<file path="src/rtl/mux_scan_if.sv">
// Handshake bundle between the 8:1 mux scan controller and its mux/consumer side.
// The master drives start/cont/stop, the mux output and frame_ready; the slave is the controller.
interface mux_scan_if;
  logic       start;
  logic       cont;
  logic       stop;
  logic       y;
  logic       frame_ready;
  logic [2:0] sel;
  logic [7:0] frame;
  logic       frame_valid;
  logic       busy;
  logic       overrun;

  modport master (
    output start, cont, stop, y, frame_ready,
    input  sel, frame, frame_valid, busy, overrun
  );

  modport slave (
    input  start, cont, stop, y, frame_ready,
    output sel, frame, frame_valid, busy, overrun
  );
endinterface

</file>
<file path="src/rtl/mux_scan_ctrl.sv">
// Steps an 8:1 mux select, dwelling DWELL cycles per channel, and assembles the samples into a frame.
// Optional MUX_SCAN_OVERRUN_EN: continuous scans overwrite a blocked frame and flag overrun.
module mux_scan_ctrl #(
  parameter int DWELL = 4
) (
  input logic       clk,
  input logic       rst,
  mux_scan_if.slave bus
);
  // IDLE: waiting for start | SCAN: stepping sel | HOLD: frame complete, output slot busy
  typedef enum logic [1:0] {IDLE = 2'd0, SCAN = 2'd1, HOLD = 2'd2} state_t;

  localparam logic [3:0] LAST = 4'(DWELL - 1);

  state_t     r_state, w_state;
  logic [2:0] r_sel, w_sel;
  logic [3:0] r_cnt, w_cnt;
  logic [7:0] r_shadow, w_shadow;
  logic [7:0] r_frame, w_frame;
  logic       r_fv, w_fv;
  logic       r_cont, w_cont;
  logic       r_stop, w_stop;
  logic       w_stop_seen, w_slot_free, w_again, w_load;

`ifdef MUX_SCAN_OVERRUN_EN
  logic       r_overrun, w_overrun;
`endif

  always_ff @(posedge clk or posedge rst) begin
    if (rst) begin
      r_state  <= IDLE;
      r_sel    <= 3'd0;
      r_cnt    <= 4'd0;
      r_shadow <= 8'd0;
      r_frame  <= 8'd0;
      r_fv     <= 1'b0;
      r_cont   <= 1'b0;
      r_stop   <= 1'b0;
    end else begin
      r_state  <= w_state;
      r_sel    <= w_sel;
      r_cnt    <= w_cnt;
      r_shadow <= w_shadow;
      r_frame  <= w_frame;
      r_fv     <= w_fv;
      r_cont   <= w_cont;
      r_stop   <= w_stop;
    end
  end

`ifdef MUX_SCAN_OVERRUN_EN
  always_ff @(posedge clk or posedge rst) begin
    if (rst) r_overrun <= 1'b0;
    else     r_overrun <= w_overrun;
  end
  assign bus.overrun = r_overrun;
`else
  assign bus.overrun = 1'b0;
`endif

  always_comb begin
    w_state     = r_state;
    w_sel       = r_sel;
    w_cnt       = r_cnt;
    w_shadow    = r_shadow;
    w_frame     = r_frame;
    w_fv        = r_fv & ~bus.frame_ready;
    w_cont      = r_cont;
    w_stop      = r_stop;
    w_stop_seen = r_stop | bus.stop;
    w_slot_free = ~r_fv | bus.frame_ready;
    w_again     = r_cont & ~w_stop_seen;
    w_load      = 1'b0;
`ifdef MUX_SCAN_OVERRUN_EN
    w_overrun   = r_overrun;
`endif

    case (r_state)
      IDLE: begin
        if (bus.start) begin
          w_state = SCAN;
          w_sel   = 3'd0;
          w_cnt   = 4'd0;
          w_cont  = bus.cont;
          w_stop  = 1'b0;
        end
      end
      SCAN: begin
        w_stop = w_stop_seen;
        if (r_cnt == LAST) begin
          w_cnt           = 4'd0;
          w_sel           = r_sel + 3'd1;
          w_shadow[r_sel] = bus.y;
          if (r_sel == 3'd7) begin
            if (w_slot_free) w_load = 1'b1;
`ifdef MUX_SCAN_OVERRUN_EN
            else if (w_again) begin
              w_load    = 1'b1;
              w_overrun = 1'b1;
            end
`endif
            else begin
              w_state = HOLD;
              w_sel   = 3'd7;
            end
          end
        end else begin
          w_cnt = r_cnt + 4'd1;
        end
      end
      HOLD: begin
        w_stop = w_stop_seen;
        if (w_slot_free) w_load = 1'b1;
      end
      default: w_state = IDLE;
    endcase

    // The shadow already holds the final sample here, whether completing from SCAN or HOLD.
    if (w_load) begin
      w_frame = w_shadow;
      w_fv    = 1'b1;
      w_sel   = 3'd0;
      w_cnt   = 4'd0;
      w_state = w_again ? SCAN : IDLE;
    end
  end

  assign bus.sel         = r_sel;
  assign bus.frame       = r_frame;
  assign bus.frame_valid = r_fv;
  assign bus.busy        = (r_state != IDLE);
endmodule
</file>
<file path="src/flat_wrapper.sv">
// flat-port wrapper written by rule: the top's interface ports become plain ports
module mux_scan_ctrl_flat 
#(
  parameter int DWELL = 4
)
  (clk, rst, bus_start, bus_cont, bus_stop, bus_y, bus_frame_ready, bus_sel, bus_frame, bus_frame_valid, bus_busy, bus_overrun);
  mux_scan_if bus_i ();
  input logic clk;
  input logic rst;
  input wire logic [$bits(bus_i.start)-1:0] bus_start;
  input wire logic [$bits(bus_i.cont)-1:0] bus_cont;
  input wire logic [$bits(bus_i.stop)-1:0] bus_stop;
  input wire logic [$bits(bus_i.y)-1:0] bus_y;
  input wire logic [$bits(bus_i.frame_ready)-1:0] bus_frame_ready;
  output wire logic [$bits(bus_i.sel)-1:0] bus_sel;
  output wire logic [$bits(bus_i.frame)-1:0] bus_frame;
  output wire logic [$bits(bus_i.frame_valid)-1:0] bus_frame_valid;
  output wire logic [$bits(bus_i.busy)-1:0] bus_busy;
  output wire logic [$bits(bus_i.overrun)-1:0] bus_overrun;
  assign bus_i.start = bus_start;
  assign bus_i.cont = bus_cont;
  assign bus_i.stop = bus_stop;
  assign bus_i.y = bus_y;
  assign bus_i.frame_ready = bus_frame_ready;
  assign bus_sel = bus_i.sel;
  assign bus_frame = bus_i.frame;
  assign bus_frame_valid = bus_i.frame_valid;
  assign bus_busy = bus_i.busy;
  assign bus_overrun = bus_i.overrun;
  mux_scan_ctrl #(.DWELL(DWELL)) u_core (.clk(clk), .rst(rst), .bus(bus_i));
endmodule
</file>
<file path="config.mk">
export PLATFORM = sky130hd
export DESIGN_NAME = mux_scan_ctrl_flat
export DESIGN_NICKNAME = d
export VERILOG_FILES = /design/src/rtl/mux_scan_if.sv /design/src/rtl/mux_scan_ctrl.sv /design/src/flat_wrapper.sv
export SDC_FILE = /design/constraint.sdc
export NUM_CORES = 1
export LEC_CHECK = 0
export CAP_MARGIN = 20
export CORE_MARGIN = 4
export CORE_UTILIZATION = 40
export CTS_BUF_LIST = sky130_fd_sc_hd__clkbuf_8 sky130_fd_sc_hd__clkbuf_16
export DETAILED_ROUTE_END_ITERATION = 10
export PLACE_DENSITY = 0.72
export RECOVER_POWER = 50
export SLEW_MARGIN = 20
export SYNTH_ARGS = -nofsm -noshare
export SYNTH_HDL_FRONTEND = slang
export SYNTH_SLANG_ARGS = --single-unit
</file>
<file path="constraint.sdc">
create_clock -name clk -period 1.9 [get_ports clk]
set_input_delay 0.38 -clock clk [delete_from_list [all_inputs] [get_ports clk]]
set_output_delay 0.38 -clock clk [all_outputs]
set_load 0.005 [all_outputs]
</file>
## Yosys cells after proc, flatten, opt, wreduce, memory -nomap -nowiden

Index checks and enable logic that the tools add are counted.
W data, S select, Z words.

- Flip-flop bits (word level): 28
- Input port bits: 7
- Output and inout bits: 14
- Logic and storage cells: 69

- Add/sub/neg operators: 2
- Magnitude comparators: 2
- Equal/unequal tests: 10
- Multiplexer cells: 29
- Bitwise logic cells: 7
- Reduce and logical (&&, ||, !) cells: 11

Operator list:

| kind | number |
|---|---|
| $mux W8 | 2 |
| $mux W3 | 5 |
| $mux W4 | 3 |
| $mux W2 | 5 |
| $bwmux W8 | 1 |
| $pmux W4 S2 | 1 |
| $mux W1 | 7 |
| $ne A3 B1 Y1 const B | 2 |
| $pmux W2 S3 | 1 |
| $pmux W3 S2 | 1 |
| $reduce_and A2 Y1 | 3 |
| $reduce_and A5 Y1 | 1 |
| $add A4 B1 Y4 const B | 1 |
| $eq A4 B2 Y1 const B | 1 |
| $lt A3 B4 Y1 const B | 1 |
| $pmux W1 S2 | 2 |
| $reduce_bool A2 Y1 | 2 |
| $add A3 B1 Y3 const B | 1 |
| $demux W1 S3 | 1 |
| $eq A3 B3 Y1 const B | 1 |
| $ge A3 B1 Y1 const B | 1 |
| $ne A3 B2 Y1 const B | 1 |
| $ne A3 B3 Y1 const B | 1 |
| $not A1 Y1 | 3 |
| 11 further kinds | 13 |

## Longest topological paths before layout

Gate-level depths: netlist of run 1.

- Word-level depth: 8
- Depth in mapped cells: 8

## Least setup slack after synthesis of run 1

OpenSTA, ideal clock, no wires.

- Path kind: register -> register
- Start: reg u_core.r_cnt[0]
- End: reg u_core.r_frame[6], in the netlist u_core.bus.frame[6]
- Data arrival time: 1.747 ns
- Data required time: 1.775 ns
- Slack: 0.029 ns
- Stages on the path, launching flop included: 7
- Buffers on the path: 0
- Period minus slack after synthesis: 1.871 ns
- Path through: dfrtp_1 ha_1 nor3b_2 nand3_1 nor3_1 mux2_2 mux2_2

- Longest elaborated chain between the ends: 3
- Elaborated cells between the ends (all ways): 5
- Those cells by class: 1 x eq/ne; 4 x mux

RTL lines:

| element | line | RTL |
|---|---|---|
| start, declared | mux_scan_ctrl.sv:17 | `logic [3:0] r_cnt, w_cnt;` |
| start signal, assigned | mux_scan_ctrl.sv:42 | `r_cnt <= w_cnt;` |
| $eq A4 B2 Y1 | mux_scan_ctrl.sv:90 | `if (r_cnt == LAST) begin` |
| $mux W8 | mux_scan_ctrl.sv:90 |  |
| $mux W8 | mux_scan_ctrl.sv:78 | `case (r_state)` |
| net u_core.w_shadow[6] | mux_scan_ctrl.sv:18 | `logic [7:0] r_shadow, w_shadow;` |
| end signal, assigned | mux_scan_ctrl.sv:44 | `r_frame <= w_frame;` |
| end, declared | mux_scan_ctrl.sv:19 | `logic [7:0] r_frame, w_frame;` |

The timed path passes the listed nets, and every way through them passes these cells.
A chain may end at the register's enable or synchronous reset.

## Worst setup path after layout of run 1

- Start: reg u_core.r_cnt[1]
- End: reg u_core.r_frame[3], in the netlist u_core.bus.frame[3]

Same word-level chain as after synthesis.

==> results.py, run 1 <==
metrics = {
    "floorplan": {
        "row_count": 21,
        "start_util_pct": 41.7,
        "die_w_um": 67.2,
        "die_area_um2": 4510,
        "io_pins": 21,
        "fp.dieH_um": 67.2,
        "core_um2": 3360,
    },
    "min_path": {
        "hold_path_class": "flop to flop",
    },
    "timing": {
        "min_period_ps": 1900,
        "tns_ps": -2.96,
        "fin_worst_skew_ps": 2.73,
        "slew_headroom_pct": 54.2,
        "hold_viol": 0,
        "slew_violations": 0,
        "setup_slack_ps": -2.96,
        "setup_violations": 1,
        "fin_crit_sh_pct": 100,
        "finalHoldWorstSlack_ps": 488,
        "rsz0062_at_grt": "yes",
        "worst_slew_pin_slew_ps": 687,
        "fmax_ghz": 0.525,
    },
    "critical_path": {
        "start_kind": "flop",
        "crit_chain": "ha_2 > nor3b_4 > buf_6 > nand3_2 > nor2_2 > mux2_4 > mux2_4",
        "critPathMaxFanout": 4,
        "slowest_stage": "dfrtp_1",
        "crit_family": "multiplexers",
        "worst_ep_required_time_ps": 2070,
        "slowest_delay_ps": 370,
        "cp-end-kind": "flop",
        "crit_type": "flop to flop",
        "crit_buf_inv": 1,
        "path_common_cell": "mux2_4",
        "cp.arrival_ps": 2080,
    },
    "yosys": {
        "yosysWarnings": 0,
        "synth_area_um2": 1400,
        "synth_top_family_by_area": "simple AND/OR/NAND/NOR gates",
        "synth_seq_cells": 28,
        "synthCells": 135,
        "synthesis.nets": 148,
        "synthSimpleGateAreaFrac_pct": 16.3,
        "synth_compound_area_share_pct": 10.7,
        "synth_xor_area_share_pct": 1.25,
        "syn_avg_cell_area_um2": 10.4,
        "seq_area_frac_synth_pct": 50.0,
        "muxShareOfSynthArea_pct": 12.1,
        "synth_cell_type_count": 33,
        "synthAdderAreaFrac_pct": 5.36,
    },
    "global_route": {
        "grt_max_degree": 29,
        "track_usage_pct": 15.7,
        "use_met1_pct": 19.4,
        "top_usage_layer": "met2",
        "grt_pass1_vias": 1232,
        "grt-ovfl-total": 0,
        "grt_pass1_wl_mm": 5.33,
        "use_met2_pct": 26.6,
        "antenna_found_initial": 0,
        "use_met3_pct": 2.66,
    },
    "route": {
        "firstDrtPassIters": 4,
        "viasPerCell": 5.20,
        "vias": 1160,
        "drc_errors": 0,
        "wl_per_cell_um": 14.9,
        "routed_wl_mm": 3.33,
        "drt-initial-drc-count": 25,
        "ant_nets": 0,
    },
    "clock_tree": {
        "cts_buffer_depth": 2,
        "cts_sinks": 28,
        "htree_levels": 1,
        "numCtsBuffers": 3,
        "cts_tree": "built",
        "ctsRootBufferMaster": "clkbuf_8",
        "insertion_delay_ps": 280,
        "cts.clk_slew.worst_paths_ps": 100,
    },
    "layout": {
        "mostFrequentLayoutCells": "dfrtp_1 (28), nand2_1 (21), buf_4 (21), clkdlybuf4s50_1 (17), mux2_2 (12)",
        "area_growth_pct": 40.4,
        "fin_cells": 223,
        "layout_commonest_cell": "dfrtp_1",
        "fillCellCount": 304,
        "nNetsFinal": 191,
        "diodes": 0,
        "drive_gt1_share_pct": 32.2,
    },
    "placement": {
        "place_ws_ps": -105,
        "port_buffers": 19,
        "dp_hpwl_mm": 2.26,
        "dp.cells": 213,
        "routabilityCongestion": 0.824,
    },
    "job": {
        "drv_cap": 0,
    },
    "outcome": {
        "outcome": "finished, violations left",
        "violations": "setup timing",
    },
    "power_and_ir_drop": {
        "p_leak_nw": 0.896,
        "irDropWorstVdd_mv": 0.916,
        "p_per_area_nw_per_um2": 1280,
    },
}
## flip-flops by register name, summed over array words and instances, names as in the netlist
register                cells
u_core.r_shadow             8
u_core.bus.frame            8
u_core.bus.sel              3
u_core.r_cnt                4
u_core.r_cont               1
u_core.bus.frame_valid      1
u_core.r_state              2
u_core.r_stop               1
## cells in the mapped netlist
| cell type | count | area [µm²] |
|---|---|---|
| nand3b_1 | 1 | 7.51 |
| o2111ai_1 | 1 | 8.76 |
| a21o_1 | 1 | 7.51 |
| a21oi_1 | 7 | 35.0 |
| nor3b_2 | 1 | 12.5 |
| or3b_4 | 1 | 11.3 |
| nor2b_1 | 1 | 6.26 |
| inv_1 | 10 | 37.5 |
| nand2b_1 | 1 | 6.26 |
| conb_1 | 1 | 3.75 |
| mux2_2 | 15 | 169 |
| buf_2 | 1 | 5.00 |
| nand2_1 | 21 | 78.8 |
| ha_1 | 6 | 75.1 |
| or3_1 | 1 | 6.26 |
| nand4b_1 | 1 | 8.76 |
| o21a_1 | 1 | 7.51 |
| buf_4 | 1 | 7.51 |
| o21ai_0 | 3 | 15.0 |
| o221ai_1 | 1 | 8.76 |
| clkbuf_1 | 2 | 7.51 |
| o32a_1 | 1 | 10.0 |
| xnor2_1 | 2 | 17.5 |
| nand3_1 | 6 | 30.0 |
| nor4_1 | 1 | 6.26 |
| nor3_1 | 1 | 5.00 |
| nand4_1 | 3 | 18.8 |
| dfrtp_1 | 28 | 701 |
| a32oi_1 | 2 | 17.5 |
| o2111a_1 | 1 | 11.3 |
| nor2_1 | 8 | 30.0 |
| o22ai_1 | 1 | 6.26 |
| a21boi_0 | 3 | 22.5 |
## cell families (layout without fill, tap and decap cells)
family / count (synthesis) / in the layout
and+or+nand+nor: 47 / 47
DFF: 28 / 28
AOI/OAI and AO/OA: 22 / 22
muxes: 15 / 15
buffers and inverters: 14 / 56
adders and majority gates: 6 / 6
xor gates and xnor gates: 2 / 2
other: 1 / 1
## worst min-delay path, delay by kind of cell (launching register included)
family | cells | cell delay, ps
flops | 1 | 360
simple gates | 2 | 110
## metrics by stage
| step | utilization [%] | power (mW) | instance area (µm²) |
|---|---|---|---|
| after CTS | 55.0 | 2.40 | 1850 |
| after detailed placement | 52.2 | 1.89 | 1760 |
| after global routing | 58.5 | 2.69 | 1970 |
| after floorplan | - | 1.41 | 1400 |
| final | 58.5 | 2.52 | 1970 |
| after global placement | 52.2 | 1.83 | 1760 |
## report_power, final
part	leakage (nW)	switching (mW)	total, mW	internal [mW]
registers	0.363	0.0949	0.851	0.756
logic	0.497	0.578	1.19	0.616
clock network	0.0357	0.195	0.478	0.282
## worst paths after layout
path                                      from  slack (ps)  cells after the start                   to
setup / recovery               u_core.r_cnt[1]          -3                      7  u_core.bus.frame[3]
hold / removal             u_core.bus.frame[0]         490                      2  u_core.bus.frame[0]
setup reg to reg               u_core.r_cnt[1]          -3                      7  u_core.bus.frame[3]
hold reg to reg            u_core.bus.frame[0]         490                      2  u_core.bus.frame[0]
max in group asynchronous                  rst         750                      3      u_core.r_cnt[3]
min in group asynchronous                  rst         710                      3    u_core.r_state[1]
## per-layer routing
| layer | vias up | part of all wire [%] |
|---|---|---|
| met5 | - | 0 |
| met4 | 0 | 2.2 |
| met3 | 8 | 3.2 |
| met2 | 31 | 50 |
| met1 | 570 | 44 |
| li1 | 551 | - |
## area by class of cell
cell class                      count  area [µm²]  area share, %
Clock buffer                        3        41.3           2.10
Clock inverter                      1        30.0           1.53
Inverter                           10        37.5           1.91
Multi-Input combinational cell     93         738           37.5
Sequential cell                    28         701           35.6
Tap cell                           46        57.6           2.92
Timing Repair Buffer               42         363           18.4
## timing repair
item	CTS	global route
buffers inserted	1	5
endpoints found under the hold margin	0	0
hold buffers	0	0
pin swaps	1	10
gates resized for setup	5	21
endpoints found under the setup margin	6	11
(Power assumes the default switching activity.)
==> run 2, diff against run 1 <==
Settings changed: GPL_TIMING_DRIVEN set to 0, MAX_ROUTING_LAYER set to met4, PLACE_DENSITY 0.72 to 0.7.
Clock period 1.9 ns to 2.3 ns, I/O delays scaled along.
==> results.py, run 2 (synthesis gave the netlist of run 1 again) <==
metrics = {
    "min_path": {
        "holdCritStartpoint": "u_core.bus.frame[4]",
        "hold_path_class": "flop to flop",
    },
    "clock_tree": {
        "numCtsBuffers": 3,
        "cts_buffer_depth": 2,
        "cts_setup_buffers": 0,
        "insertion_delay_ps": 270,
        "cts.clk_slew.worst_paths_ps": 90,
        "ctsRootBufferMaster": "clkbuf_8",
        "cts_tree": "built",
        "cts_sinks": 28,
        "htree_levels": 1,
        "ctsHoldBuffers": 0,
    },
    "critical_path": {
        "path_common_cell": "ha_1",
        "slowest_stage": "dfrtp_1",
        "crit_type": "flop to flop",
        "crit_chain": "ha_1 > ha_1 > a21o_1 > a32oi_1 > o221ai_1 > mux2_2",
        "start_kind": "flop",
        "worst_ep_required_time_ps": 2470,
        "crit_start": "u_core.bus.sel[0]",
        "slowest_delay_ps": 500,
        "cp-end-kind": "flop",
        "critPathMaxFanout": 8,
        "cp.arrival_ps": 2260,
        "r2r_start": "u_core.bus.sel[0]",
    },
    "layout": {
        "nNetsFinal": 172,
        "drive_gt1_share_pct": 14.6,
        "area_growth_pct": 23.4,
        "diodes": 0,
        "layout_commonest_cell": "dfrtp_1",
        "mostFrequentLayoutCells": "dfrtp_1 (28), nand2_1 (21), clkdlybuf4s50_1 (17), mux2_2 (13), inv_1 (10)",
        "fillCellCount": 324,
    },
    "power_and_ir_drop": {
        "cell_internal_pwr_mw": 1.20,
        "p_clk_share_pct": 21.5,
        "power_frac_seq_pct": 40.2,
        "sw_frac_of_total_pct": 33.5,
        "combPwrFrac_pct": 38.3,
        "p_total_mw": 1.80,
        "power.net_switching_mw": 0.603,
        "irDropWorstVdd_mv": 0.567,
        "p_leak_nw": 0.800,
        "p_per_area_nw_per_um2": 1040,
    },
    "floorplan": {
        "die_area_um2": 4510,
        "start_util_pct": 41.7,
        "die_w_um": 67.2,
        "io_pins": 21,
        "row_count": 21,
        "core_um2": 3360,
        "fp.dieH_um": 67.2,
    },
    "timing": {
        "rsz0062_at_grt": "no",
        "setup_violations": 0,
        "min_period_ps": 2090,
        "hold_viol": 0,
        "fin_worst_skew_ps": 2.66,
        "slew_headroom_pct": 31.1,
        "worst_slew_pin_slew_ps": 1030,
        "setup_slack_ps": 208,
        "slew_violations": 0,
        "tns_ps": 0,
        "finalHoldWorstSlack_ps": 488,
        "fin_crit_sh_pct": 91.0,
        "fmax_ghz": 0.478,
    },
    "global_route": {
        "grt_max_degree": 29,
        "track_usage_pct": 14.2,
        "grt_pass1_wl_mm": 4.71,
        "grt_pass1_vias": 1022,
        "grt-ovfl-total": 0,
        "antenna_found_initial": 0,
    },
    "route": {
        "viasPerCell": 5.06,
        "vias": 1032,
        "drc_errors": 0,
        "drt-initial-drc-count": 43,
        "firstDrtPassIters": 4,
        "routed_wl_mm": 2.71,
        "ant_nets": 0,
        "wl_per_cell_um": 13.3,
    },
    "placement": {
        "place_ws_ps": 49.3,
        "routabilityCongestion": 0.776,
        "dp_hpwl_mm": 2.05,
        "port_buffers": 19,
    },
    "job": {
        "drv_cap": 0,
    },
    "outcome": {
        "outcome": "finished clean",
    },
}
-- run 2: final cells by class --
class                      count  area (µm²)  area share [%]
sequential                    28         701            40.5
multi-input combinational     93         649            37.6
timing repair buffer          19         190            11.0
tap                           46        57.6            3.33
clock buffer                   3        41.3            2.39
inverter                      10        37.5            2.17
clock inverter                 1        30.0            1.74
buffer                         4        22.5            1.30
-- run 2: path summary, 6_finish.rpt --
path / end / slack, ps / cells past startpoint
setup reg to reg: u_core.bus.sel[0] / 210 / 6
max in group asynchronous: u_core.r_shadow[7] / 820 / 2
setup / recovery: u_core.bus.sel[0] / 210 / 6
min in group asynchronous: u_core.r_stop / 870 / 2
hold / removal: u_core.bus.frame[4] / 490 / 2
hold reg to reg: u_core.bus.frame[4] / 490 / 2
-- run 2: metal layers --
metal  global-route usage [%]  share of wire (%)  vias up
met3                     2.66                3.2        8
met1                     19.1                 47      486
li1                         -                  -      516
met2                     20.9                 48       22
met5                        -                  0        -
met4                     6.08                2.2        0
-- run 2: power by group through the flow --
stage	combinational (mW)	clock, mW	sequential (mW)
after global routing	0.780	0.413	0.751
final	0.690	0.387	0.724
after detailed placement	0.688	0	0.731
after CTS	0.694	0.398	0.721
after global placement	0.669	0	0.719
after floorplan	0.453	0	0.714
-- run 2: critical path, delay by kind of cell (launching register included) --
family,cells,cell delay (ps)
fa+ha+maj,2,370
compound gates,3,720
flops,1,500
mux,1,400
-- run 2: per-stage QoR --
stage	instances	utilization [%]	cell area, µm²
after floorplan	135	-	1400
after global placement	200	49.0	1650
after detailed placement	200	49.0	1650
after CTS	204	51.2	1720
after global routing	204	51.4	1730
final	204	51.4	1730
-- run 2: repair_timing --
| action | in CTS | in global routing |
|---|---|---|
| gates resized for setup | 0 | 5 |
| hold endpoints to repair | 0 | 0 |
| setup endpoints to repair | 0 | 3 |
